## src/rtl/rob_param_if.sv

```systemverilog
// Bundle of dispatch, operand query, writeback, store and commit signals
// between the out-of-order core and the reorder buffer.
interface rob_param_if #(
  parameter int DEPTH = 32,
  parameter int XLEN  = 32,
  parameter int REG_W = 5
);
  localparam int IDX_W = $clog2(DEPTH);

  logic             disp_valid_in;
  logic             disp_ready_out;
  logic [1:0]       disp_kind_in;
  logic [XLEN-1:0]  disp_pc_in;
  logic [REG_W-1:0] disp_rd_in;
  logic [IDX_W-1:0] disp_tag_out;

  logic [IDX_W-1:0] q1_tag_in;
  logic [IDX_W-1:0] q2_tag_in;
  logic             q1_rdy_out;
  logic             q2_rdy_out;
  logic [XLEN-1:0]  q1_data_out;
  logic [XLEN-1:0]  q2_data_out;

  logic             wb0_en_in;
  logic [IDX_W-1:0] wb0_tag_in;
  logic [XLEN-1:0]  wb0_value_in;
  logic [XLEN-1:0]  wb0_addr_in;
  logic             wb0_redirect_in;
  logic             wb1_en_in;
  logic [IDX_W-1:0] wb1_tag_in;
  logic [XLEN-1:0]  wb1_value_in;

  logic             mem_req_out;
  logic [XLEN-1:0]  mem_addr_out;
  logic [XLEN-1:0]  mem_wdata_out;
  logic             mem_ack_in;

  logic             reg_en_out;
  logic [REG_W-1:0] reg_rd_out;
  logic [IDX_W-1:0] reg_tag_out;
  logic [XLEN-1:0]  reg_value_out;
  logic             flush_out;
  logic [XLEN-1:0]  redirect_pc_out;
  logic [IDX_W:0]   count_out;

  modport master (
    output disp_valid_in, disp_kind_in, disp_pc_in, disp_rd_in,
    output q1_tag_in, q2_tag_in,
    output wb0_en_in, wb0_tag_in, wb0_value_in, wb0_addr_in, wb0_redirect_in,
    output wb1_en_in, wb1_tag_in, wb1_value_in,
    output mem_ack_in,
    input  disp_ready_out, disp_tag_out,
    input  q1_rdy_out, q2_rdy_out, q1_data_out, q2_data_out,
    input  mem_req_out, mem_addr_out, mem_wdata_out,
    input  reg_en_out, reg_rd_out, reg_tag_out, reg_value_out,
    input  flush_out, redirect_pc_out, count_out
  );

  modport slave (
    input  disp_valid_in, disp_kind_in, disp_pc_in, disp_rd_in,
    input  q1_tag_in, q2_tag_in,
    input  wb0_en_in, wb0_tag_in, wb0_value_in, wb0_addr_in, wb0_redirect_in,
    input  wb1_en_in, wb1_tag_in, wb1_value_in,
    input  mem_ack_in,
    output disp_ready_out, disp_tag_out,
    output q1_rdy_out, q2_rdy_out, q1_data_out, q2_data_out,
    output mem_req_out, mem_addr_out, mem_wdata_out,
    output reg_en_out, reg_rd_out, reg_tag_out, reg_value_out,
    output flush_out, redirect_pc_out, count_out
  );
endinterface

```

## src/rtl/rob_param.sv

```systemverilog
// Parametrised reorder buffer: count-tracked circular queue with two writeback
// ports, operand bypass, and in-order retirement with flush and store handshake.
module rob_param #(
  parameter int DEPTH = 32,
  parameter int XLEN  = 32,
  parameter int REG_W = 5
) (
  input  logic        clk_in,
  input  logic        rst_n_in,
  input  logic        rdy_in,
  rob_param_if.slave  bus
);
  localparam int IDX_W = $clog2(DEPTH);
  localparam int CNT_W = IDX_W + 1;

  typedef enum logic [1:0] {
    KIND_ALU    = 2'd0,
    KIND_BRANCH = 2'd1,
    KIND_STORE  = 2'd2,
    KIND_JUMP   = 2'd3
  } kind_e;

  typedef enum logic {ST_IDLE, ST_WAIT} st_e;

  logic [IDX_W-1:0] head, tail;
  logic [CNT_W-1:0] count;
  logic [DEPTH-1:0] busy, rdy, redir;
  kind_e            kind  [DEPTH];
  logic [XLEN-1:0]  pc    [DEPTH];
  logic [XLEN-1:0]  value [DEPTH];
  logic [XLEN-1:0]  addr  [DEPTH];
  logic [REG_W-1:0] rd    [DEPTH];
  st_e              st_q, st_d;

  logic             reg_en_q, flush_q, mem_req_q;
  logic [REG_W-1:0] reg_rd_q;
  logic [IDX_W-1:0] reg_tag_q;
  logic [XLEN-1:0]  reg_value_q, redirect_pc_q, mem_addr_q, mem_wdata_q;

  logic             retire, do_reg, do_flush, mem_req_d;
  logic [XLEN-1:0]  mem_addr_d, mem_wdata_d;
  logic             disp_ready, disp_fire, wb0_hit, wb1_hit;

  // NOTE: every signal written here gets a default first so no latch is inferred.
  always_comb begin
    st_d        = st_q;
    retire      = 1'b0;
    do_reg      = 1'b0;
    do_flush    = 1'b0;
    mem_req_d   = mem_req_q;
    mem_addr_d  = mem_addr_q;
    mem_wdata_d = mem_wdata_q;
    if (rdy_in) begin
      unique case (st_q)
        ST_IDLE: begin
          if (busy[head] && rdy[head]) begin
            unique case (kind[head])
              KIND_ALU: begin
                retire = 1'b1;
                do_reg = 1'b1;
              end
              KIND_BRANCH: begin
                retire   = 1'b1;
                do_flush = redir[head];
              end
              KIND_JUMP: begin
                retire   = 1'b1;
                do_reg   = 1'b1;
                do_flush = redir[head];
              end
              KIND_STORE: begin
                st_d        = ST_WAIT;
                mem_req_d   = 1'b1;
                mem_addr_d  = addr[head];
                mem_wdata_d = value[head];
              end
              default: ;
            endcase
          end
        end
        ST_WAIT: begin
          // Store retires only on ack; address and data stay as latched.
          if (bus.mem_ack_in) begin
            retire    = 1'b1;
            mem_req_d = 1'b0;
            st_d      = ST_IDLE;
          end
        end
        default: ;
      endcase
    end
  end

  // A flush about to happen closes dispatch so the younger op is not half-accepted.
  assign disp_ready = (count != CNT_W'(DEPTH)) && !do_flush;
  assign disp_fire  = bus.disp_valid_in && disp_ready && rdy_in;
  assign wb0_hit    = rdy_in && !do_flush && bus.wb0_en_in && busy[bus.wb0_tag_in];
  assign wb1_hit    = rdy_in && !do_flush && bus.wb1_en_in && busy[bus.wb1_tag_in]
                      && !(bus.wb0_en_in && bus.wb0_tag_in == bus.wb1_tag_in);

  always_ff @(posedge clk_in or negedge rst_n_in) begin
    if (!rst_n_in) begin
      head          <= '0;
      tail          <= '0;
      count         <= '0;
      busy          <= '0;
      rdy           <= '0;
      st_q          <= ST_IDLE;
      reg_en_q      <= 1'b0;
      reg_rd_q      <= '0;
      reg_tag_q     <= '0;
      reg_value_q   <= '0;
      flush_q       <= 1'b0;
      redirect_pc_q <= '0;
      mem_req_q     <= 1'b0;
      mem_addr_q    <= '0;
      mem_wdata_q   <= '0;
    end else begin
      reg_en_q <= do_reg;
      flush_q  <= do_flush;
      if (do_reg) begin
        reg_rd_q    <= rd[head];
        reg_tag_q   <= head;
        reg_value_q <= value[head];
      end
      if (do_flush) begin
        redirect_pc_q <= addr[head];
        head          <= '0;
        tail          <= '0;
        count         <= '0;
        busy          <= '0;
        rdy           <= '0;
        st_q          <= ST_IDLE;
        mem_req_q     <= 1'b0;
      end else begin
        st_q        <= st_d;
        mem_req_q   <= mem_req_d;
        mem_addr_q  <= mem_addr_d;
        mem_wdata_q <= mem_wdata_d;
        if (disp_fire) begin
          busy[tail] <= 1'b1;
          rdy[tail]  <= 1'b0;
          tail       <= tail + IDX_W'(1);
        end
        if (wb0_hit) rdy[bus.wb0_tag_in] <= 1'b1;
        if (wb1_hit) rdy[bus.wb1_tag_in] <= 1'b1;
        if (retire) begin
          busy[head] <= 1'b0;
          rdy[head]  <= 1'b0;
          head       <= head + IDX_W'(1);
        end
        count <= count + CNT_W'(disp_fire) - CNT_W'(retire);
      end
    end
  end

  // NOTE: payload is qualified by busy/rdy, so it needs no reset.
  always_ff @(posedge clk_in) begin
    if (disp_fire) begin
      kind[tail]  <= kind_e'(bus.disp_kind_in);
      pc[tail]    <= bus.disp_pc_in;
      rd[tail]    <= bus.disp_rd_in;
      redir[tail] <= 1'b0;
    end
    if (wb0_hit) begin
      value[bus.wb0_tag_in] <= bus.wb0_value_in;
      addr[bus.wb0_tag_in]  <= bus.wb0_addr_in;
      redir[bus.wb0_tag_in] <= bus.wb0_redirect_in;
    end
    if (wb1_hit) value[bus.wb1_tag_in] <= bus.wb1_value_in;
  end

  logic [IDX_W-1:0] q_tag  [2];
  logic             q_rdy  [2];
  logic [XLEN-1:0]  q_data [2];

  assign q_tag[0] = bus.q1_tag_in;
  assign q_tag[1] = bus.q2_tag_in;

  // Operand lookup: stored result first, then same-cycle wb0, then wb1.
  always_comb begin
    for (int i = 0; i < 2; i++) begin
      q_rdy[i]  = rdy[q_tag[i]]
                  || (bus.wb0_en_in && bus.wb0_tag_in == q_tag[i])
                  || (bus.wb1_en_in && bus.wb1_tag_in == q_tag[i]);
      q_data[i] = '0;
      if (rdy[q_tag[i]])                                    q_data[i] = value[q_tag[i]];
      else if (bus.wb0_en_in && bus.wb0_tag_in == q_tag[i]) q_data[i] = bus.wb0_value_in;
      else if (bus.wb1_en_in && bus.wb1_tag_in == q_tag[i]) q_data[i] = bus.wb1_value_in;
    end
  end

  assign bus.disp_ready_out  = disp_ready;
  assign bus.disp_tag_out    = tail;
  assign bus.q1_rdy_out      = q_rdy[0];
  assign bus.q2_rdy_out      = q_rdy[1];
  assign bus.q1_data_out     = q_data[0];
  assign bus.q2_data_out     = q_data[1];
  assign bus.mem_req_out     = mem_req_q;
  assign bus.mem_addr_out    = mem_addr_q;
  assign bus.mem_wdata_out   = mem_wdata_q;
  assign bus.reg_en_out      = reg_en_q;
  assign bus.reg_rd_out      = reg_rd_q;
  assign bus.reg_tag_out     = reg_tag_q;
  assign bus.reg_value_out   = reg_value_q;
  assign bus.flush_out       = flush_q;
  assign bus.redirect_pc_out = redirect_pc_q;
  assign bus.count_out       = count;
endmodule

```

## src/flat_wrapper.sv

```systemverilog
// flat-port wrapper written by rule: the top's interface ports become plain ports
module rob_param_flat 
#(
  parameter int DEPTH = 32,
  parameter int XLEN  = 32,
  parameter int REG_W = 5
)
  (clk_in, rst_n_in, rdy_in, bus_disp_valid_in, bus_disp_kind_in, bus_disp_pc_in, bus_disp_rd_in, bus_q1_tag_in, bus_q2_tag_in, bus_wb0_en_in, bus_wb0_tag_in, bus_wb0_value_in, bus_wb0_addr_in, bus_wb0_redirect_in, bus_wb1_en_in, bus_wb1_tag_in, bus_wb1_value_in, bus_mem_ack_in, bus_disp_ready_out, bus_disp_tag_out, bus_q1_rdy_out, bus_q2_rdy_out, bus_q1_data_out, bus_q2_data_out, bus_mem_req_out, bus_mem_addr_out, bus_mem_wdata_out, bus_reg_en_out, bus_reg_rd_out, bus_reg_tag_out, bus_reg_value_out, bus_flush_out, bus_redirect_pc_out, bus_count_out);
  rob_param_if #(.DEPTH(DEPTH), .XLEN(XLEN), .REG_W(REG_W)) bus_i ();
  input  logic clk_in;
  input  logic rst_n_in;
  input  logic rdy_in;
  input wire logic [$bits(bus_i.disp_valid_in)-1:0] bus_disp_valid_in;
  input wire logic [$bits(bus_i.disp_kind_in)-1:0] bus_disp_kind_in;
  input wire logic [$bits(bus_i.disp_pc_in)-1:0] bus_disp_pc_in;
  input wire logic [$bits(bus_i.disp_rd_in)-1:0] bus_disp_rd_in;
  input wire logic [$bits(bus_i.q1_tag_in)-1:0] bus_q1_tag_in;
  input wire logic [$bits(bus_i.q2_tag_in)-1:0] bus_q2_tag_in;
  input wire logic [$bits(bus_i.wb0_en_in)-1:0] bus_wb0_en_in;
  input wire logic [$bits(bus_i.wb0_tag_in)-1:0] bus_wb0_tag_in;
  input wire logic [$bits(bus_i.wb0_value_in)-1:0] bus_wb0_value_in;
  input wire logic [$bits(bus_i.wb0_addr_in)-1:0] bus_wb0_addr_in;
  input wire logic [$bits(bus_i.wb0_redirect_in)-1:0] bus_wb0_redirect_in;
  input wire logic [$bits(bus_i.wb1_en_in)-1:0] bus_wb1_en_in;
  input wire logic [$bits(bus_i.wb1_tag_in)-1:0] bus_wb1_tag_in;
  input wire logic [$bits(bus_i.wb1_value_in)-1:0] bus_wb1_value_in;
  input wire logic [$bits(bus_i.mem_ack_in)-1:0] bus_mem_ack_in;
  output wire logic [$bits(bus_i.disp_ready_out)-1:0] bus_disp_ready_out;
  output wire logic [$bits(bus_i.disp_tag_out)-1:0] bus_disp_tag_out;
  output wire logic [$bits(bus_i.q1_rdy_out)-1:0] bus_q1_rdy_out;
  output wire logic [$bits(bus_i.q2_rdy_out)-1:0] bus_q2_rdy_out;
  output wire logic [$bits(bus_i.q1_data_out)-1:0] bus_q1_data_out;
  output wire logic [$bits(bus_i.q2_data_out)-1:0] bus_q2_data_out;
  output wire logic [$bits(bus_i.mem_req_out)-1:0] bus_mem_req_out;
  output wire logic [$bits(bus_i.mem_addr_out)-1:0] bus_mem_addr_out;
  output wire logic [$bits(bus_i.mem_wdata_out)-1:0] bus_mem_wdata_out;
  output wire logic [$bits(bus_i.reg_en_out)-1:0] bus_reg_en_out;
  output wire logic [$bits(bus_i.reg_rd_out)-1:0] bus_reg_rd_out;
  output wire logic [$bits(bus_i.reg_tag_out)-1:0] bus_reg_tag_out;
  output wire logic [$bits(bus_i.reg_value_out)-1:0] bus_reg_value_out;
  output wire logic [$bits(bus_i.flush_out)-1:0] bus_flush_out;
  output wire logic [$bits(bus_i.redirect_pc_out)-1:0] bus_redirect_pc_out;
  output wire logic [$bits(bus_i.count_out)-1:0] bus_count_out;
  assign bus_i.disp_valid_in = bus_disp_valid_in;
  assign bus_i.disp_kind_in = bus_disp_kind_in;
  assign bus_i.disp_pc_in = bus_disp_pc_in;
  assign bus_i.disp_rd_in = bus_disp_rd_in;
  assign bus_i.q1_tag_in = bus_q1_tag_in;
  assign bus_i.q2_tag_in = bus_q2_tag_in;
  assign bus_i.wb0_en_in = bus_wb0_en_in;
  assign bus_i.wb0_tag_in = bus_wb0_tag_in;
  assign bus_i.wb0_value_in = bus_wb0_value_in;
  assign bus_i.wb0_addr_in = bus_wb0_addr_in;
  assign bus_i.wb0_redirect_in = bus_wb0_redirect_in;
  assign bus_i.wb1_en_in = bus_wb1_en_in;
  assign bus_i.wb1_tag_in = bus_wb1_tag_in;
  assign bus_i.wb1_value_in = bus_wb1_value_in;
  assign bus_i.mem_ack_in = bus_mem_ack_in;
  assign bus_disp_ready_out = bus_i.disp_ready_out;
  assign bus_disp_tag_out = bus_i.disp_tag_out;
  assign bus_q1_rdy_out = bus_i.q1_rdy_out;
  assign bus_q2_rdy_out = bus_i.q2_rdy_out;
  assign bus_q1_data_out = bus_i.q1_data_out;
  assign bus_q2_data_out = bus_i.q2_data_out;
  assign bus_mem_req_out = bus_i.mem_req_out;
  assign bus_mem_addr_out = bus_i.mem_addr_out;
  assign bus_mem_wdata_out = bus_i.mem_wdata_out;
  assign bus_reg_en_out = bus_i.reg_en_out;
  assign bus_reg_rd_out = bus_i.reg_rd_out;
  assign bus_reg_tag_out = bus_i.reg_tag_out;
  assign bus_reg_value_out = bus_i.reg_value_out;
  assign bus_flush_out = bus_i.flush_out;
  assign bus_redirect_pc_out = bus_i.redirect_pc_out;
  assign bus_count_out = bus_i.count_out;
  rob_param #(.DEPTH(DEPTH), .XLEN(XLEN), .REG_W(REG_W)) u_core (.clk_in(clk_in), .rst_n_in(rst_n_in), .rdy_in(rdy_in), .bus(bus_i));
endmodule
```

## config.mk

```make
export PLATFORM = sky130hd
export DESIGN_NAME = rob_param_flat
export DESIGN_NICKNAME = d
export VERILOG_FILES = /design/src/rtl/rob_param_if.sv /design/src/rtl/rob_param.sv /design/src/flat_wrapper.sv
export SDC_FILE = /design/constraint.sdc
export NUM_CORES = 2
export LEC_CHECK = 0
export CORE_MARGIN = 4
export CORE_UTILIZATION = 63
export CTS_CLUSTER_DIAMETER = 60
export CTS_CLUSTER_SIZE = 28
export DETAILED_ROUTE_END_ITERATION = 6
export PLACE_DENSITY_LB_ADDON = 0.08
export SKIP_CTS_REPAIR_TIMING = 1
export SYNTH_ARGS = -nofsm -noshare
export SYNTH_HDL_FRONTEND = slang
export SYNTH_SLANG_ARGS = --single-unit
```

## constraint.sdc

```tcl
create_clock -name clk_in -period 10.6 [get_ports clk_in]
set_input_delay 2.12 -clock clk_in [delete_from_list [all_inputs] [get_ports clk_in]]
set_output_delay 2.12 -clock clk_in [all_outputs]
set_load 0.05 [all_outputs]
```

==> metrics <==
setup TNS 0 ps; fin util 0.693; net count after synthesis between 7000 and 8000; maxcap violations 0; clock slew at reported path FFs approximately 80 ps; first-pass GRT wire length ~600 mm; Final period util 0.880; violated checks DRC; mux cell area share after synthesis 0.327; synthesized area per cell ~18 sq um; worst r2r path cells 10; Synth area leaders edfxtp_1 (53%), mux4_2 (22%), mux2_2 (9.8%); post-route ant nets 0; die height about 460 um; Clock Skew about 41 ps; DR vias/cell about 8.0; drt drc 2; DIE AREA between 200000 and 250000 sq um; share of cells above drive strength 1 0.416; nets 7325; final max-slew violation count 0; final hold violation count 0; IO Port Bufs 349; Synth Area in XOR/XNOR 0.00219; FF-to-FF End u_core.value[31][7]$_DFFE_PP_; CTS buffer count approximately 170; drt first pass iters 7; Setup Crit Path Kind in2out; hold depth 2; Reg-to-Reg Start u_core.head[0]$_DFFE_PN0P_; WL final between 400 and 500 mm; number of global-route vias before repair roughly 79000; post-synthesis cell count just over 7000; die width about 460 um; flops & latches, synth 2526; Post-Synthesis Cell Area around 130000 sq um; dpl hpwl around 220 mm; mean routed wirelength per cell between 40 and 50 um; Hold Crit Endpoint u_core.redir[22]$_DFF_P_; Synth Area in Simple Gates 0.0234; Area Growth Syn to Fin 9.32%; Synth Area in Compound Gates 0.0397; Hold Path Origin u_core.redir[22]$_DFF_P_; P per Cell Area roughly 180 nW/um^2; outcome finished with violations; post-synthesis adder-cell area fraction 0.00181; ys async rst share 0.0879; Critical Path RT 8480 ps; CTS tree done; Worst slew margin 0.0379; initial antenna violation count 26; share of the synthesized area in the top cell type 0.532; via count around 80000; Pleak 0.0442 uW; Hold Crit Class reg2reg; row count around 170; unrepaired setup endpoints after global routing false; commonest cells in the netlist edfxtp_1 (2272), mux4_2 (1242), mux2_2 (1115); Max FO, Critical Path slightly above 70; Core Box Area between 200000 and 250000 sq um; maximum clock frequency around 110 MHz; worst slew pin tran ~1400 ps; total track usage 0.399; Netlist cell types 72; Worst setup EP type output pin; # IOs 382; CTS max path bufs 3; post-route minimum period around 9300 ps; clock sink count about 2500; routability cong. around 0.96; FF-to-FF setup slack ~3800 ps; startpoint types input pin; Yosys warning total 0; EDFF count, synth between 2000 and 2500; largest net degree at the start of global routing about 160; fraction of the yosys area taken by sequential cells 0.580; Post-synth top flop edfxtp_1; largest family of logic cells by synthesized area multiplexers; clk_lat worst skew a little under 900 ps; Data arrival, critical path around 7200 ps; Remaining Overflow, GRT 0; CTS H-Tree Depth 4; Yosys top cell by area edfxtp_1; Root Driver clkbuf_16; Initial Util 0.634; final setup violation count 0; Starting DRT DRC Count ~13000; worst vdd ir 0.241 mV; most numerous cell in the Yosys netlist edfxtp_1
[critical path: stages]
cell and delay, ps:
buf_8 570, mux4_2 600, mux4_2 540, mux2i_4 910, a211oi_1 140, a21oi_1 1140
clkdlybuf4s50_1 1010
[per-stage QoR]
| stage | power (uW) | setup slack [ps] | area (sq um) | std cells | hold WS, ps |
|---|---|---|---|---|---|
| 2_1_floorplan | 15800 | 2300 | 128000 | 7190 | 444 |
| 3_3_place_gp | 17700 | 1730 | 134000 | 9647 | 456 |
| 3_5_place_dp | 17800 | 1720 | 134000 | 9647 | 462 |
| 4_1_cts | 24800 | 1710 | 140000 | 9957 | 477 |
| 5_1_grt | 25500 | 1280 | 140000 | 9965 | 489 |
| 6_report | 24800 | 1270 | 140000 | 9972 | 478 |
[cells in the final DEF, fill, tap and decap left out, drive strengths merged, types with 7 or more instances in the layout]
cell / instances
clkinvlp: 11
clkdlybuf4s50: 337
nand2b: 17
o21ba: 27
or4: 11
or2: 7
diode: 15
dfrtp: 222
nand4: 29
mux4: 1242
mux2i: 134
nor2: 59
a22oi: 288
xnor2: 14
mux2: 1120
clkinv: 51
buf: 214
nand2: 183
nand3: 53
nor4: 18
nor3: 37
dfxtp: 32
edfxtp: 2272
and3: 62
inv: 98
o22ai: 18
nor2b: 67
o31ai: 47
ha: 17
and2: 8
clkbuf: 186
bufinv: 8
o21a: 11
a31oi: 32
nand3b: 10
o21ai: 121
a211oi: 66
a21oi: 79
xor2: 18
[per-layer routing]
layer	vias to the layer above	routed length [um]	track usage
met4	18	26900	0.219
met5	-	311	0.00551
met2	6932	190000	0.590
li1	29998	-	-
met1	41296	140000	0.531
met3	1441	61500	0.130
[layout make-up]
type	count	area [sq um]
clock inverters	124	1530
well taps	2672	3340
diodes	15	37.5
multi-input cells	3854	51200
repair buffers	551	5160
inverters	44	170
flip-flops and latches	2526	74400
clock buffers	186	4320
fillers	12986	62100
[registers in the layout (all words and copies together), names as in the netlist, 64 cells and up]
register / count
u_core.addr: 1024
u_core.value: 1024
u_core.rd: 160
u_core.kind: 64
[cells by family (layout without fill, tap and decap cells)]
logic type / Yosys count / after routing
buffers and inverters: 810 / 905
xor gates and xnor gates: 32 / 32
muxes: 2496 / 2496
DFF: 2526 / 2526
and+or+nand+nor: 574 / 574
AOI/OAI and AO/OA: 734 / 734
adders and majority gates: 18 / 18
other: 0 / 15
[worst max path at each step]
stage                     cells past startpoint  slack (ps)                            end         startpoint
after floorplan                               9        2300  u_core.value[31][0]$_DFFE_PP_  bus_wb0_tag_in[0]
after global placement                        7        1730            bus_q1_data_out[31]   bus_q1_tag_in[0]
after detailed placement                      8        1720            bus_q1_data_out[15]   bus_q1_tag_in[0]
after CTS                                     8        1710            bus_q1_data_out[15]   bus_q1_tag_in[0]
after global routing                          7        1280            bus_q1_data_out[31]   bus_q1_tag_in[0]
final                                         7        1270            bus_q1_data_out[31]   bus_q1_tag_in[0]
[power breakdown]
group          internal [uW]  switching (uW)  leakage [uW]
Clock                   3350            3830       0.00281
Sequential             11200             269        0.0237
Combinational           2600            3630        0.0178
Note: power is estimated with default switching activity, not from simulation.
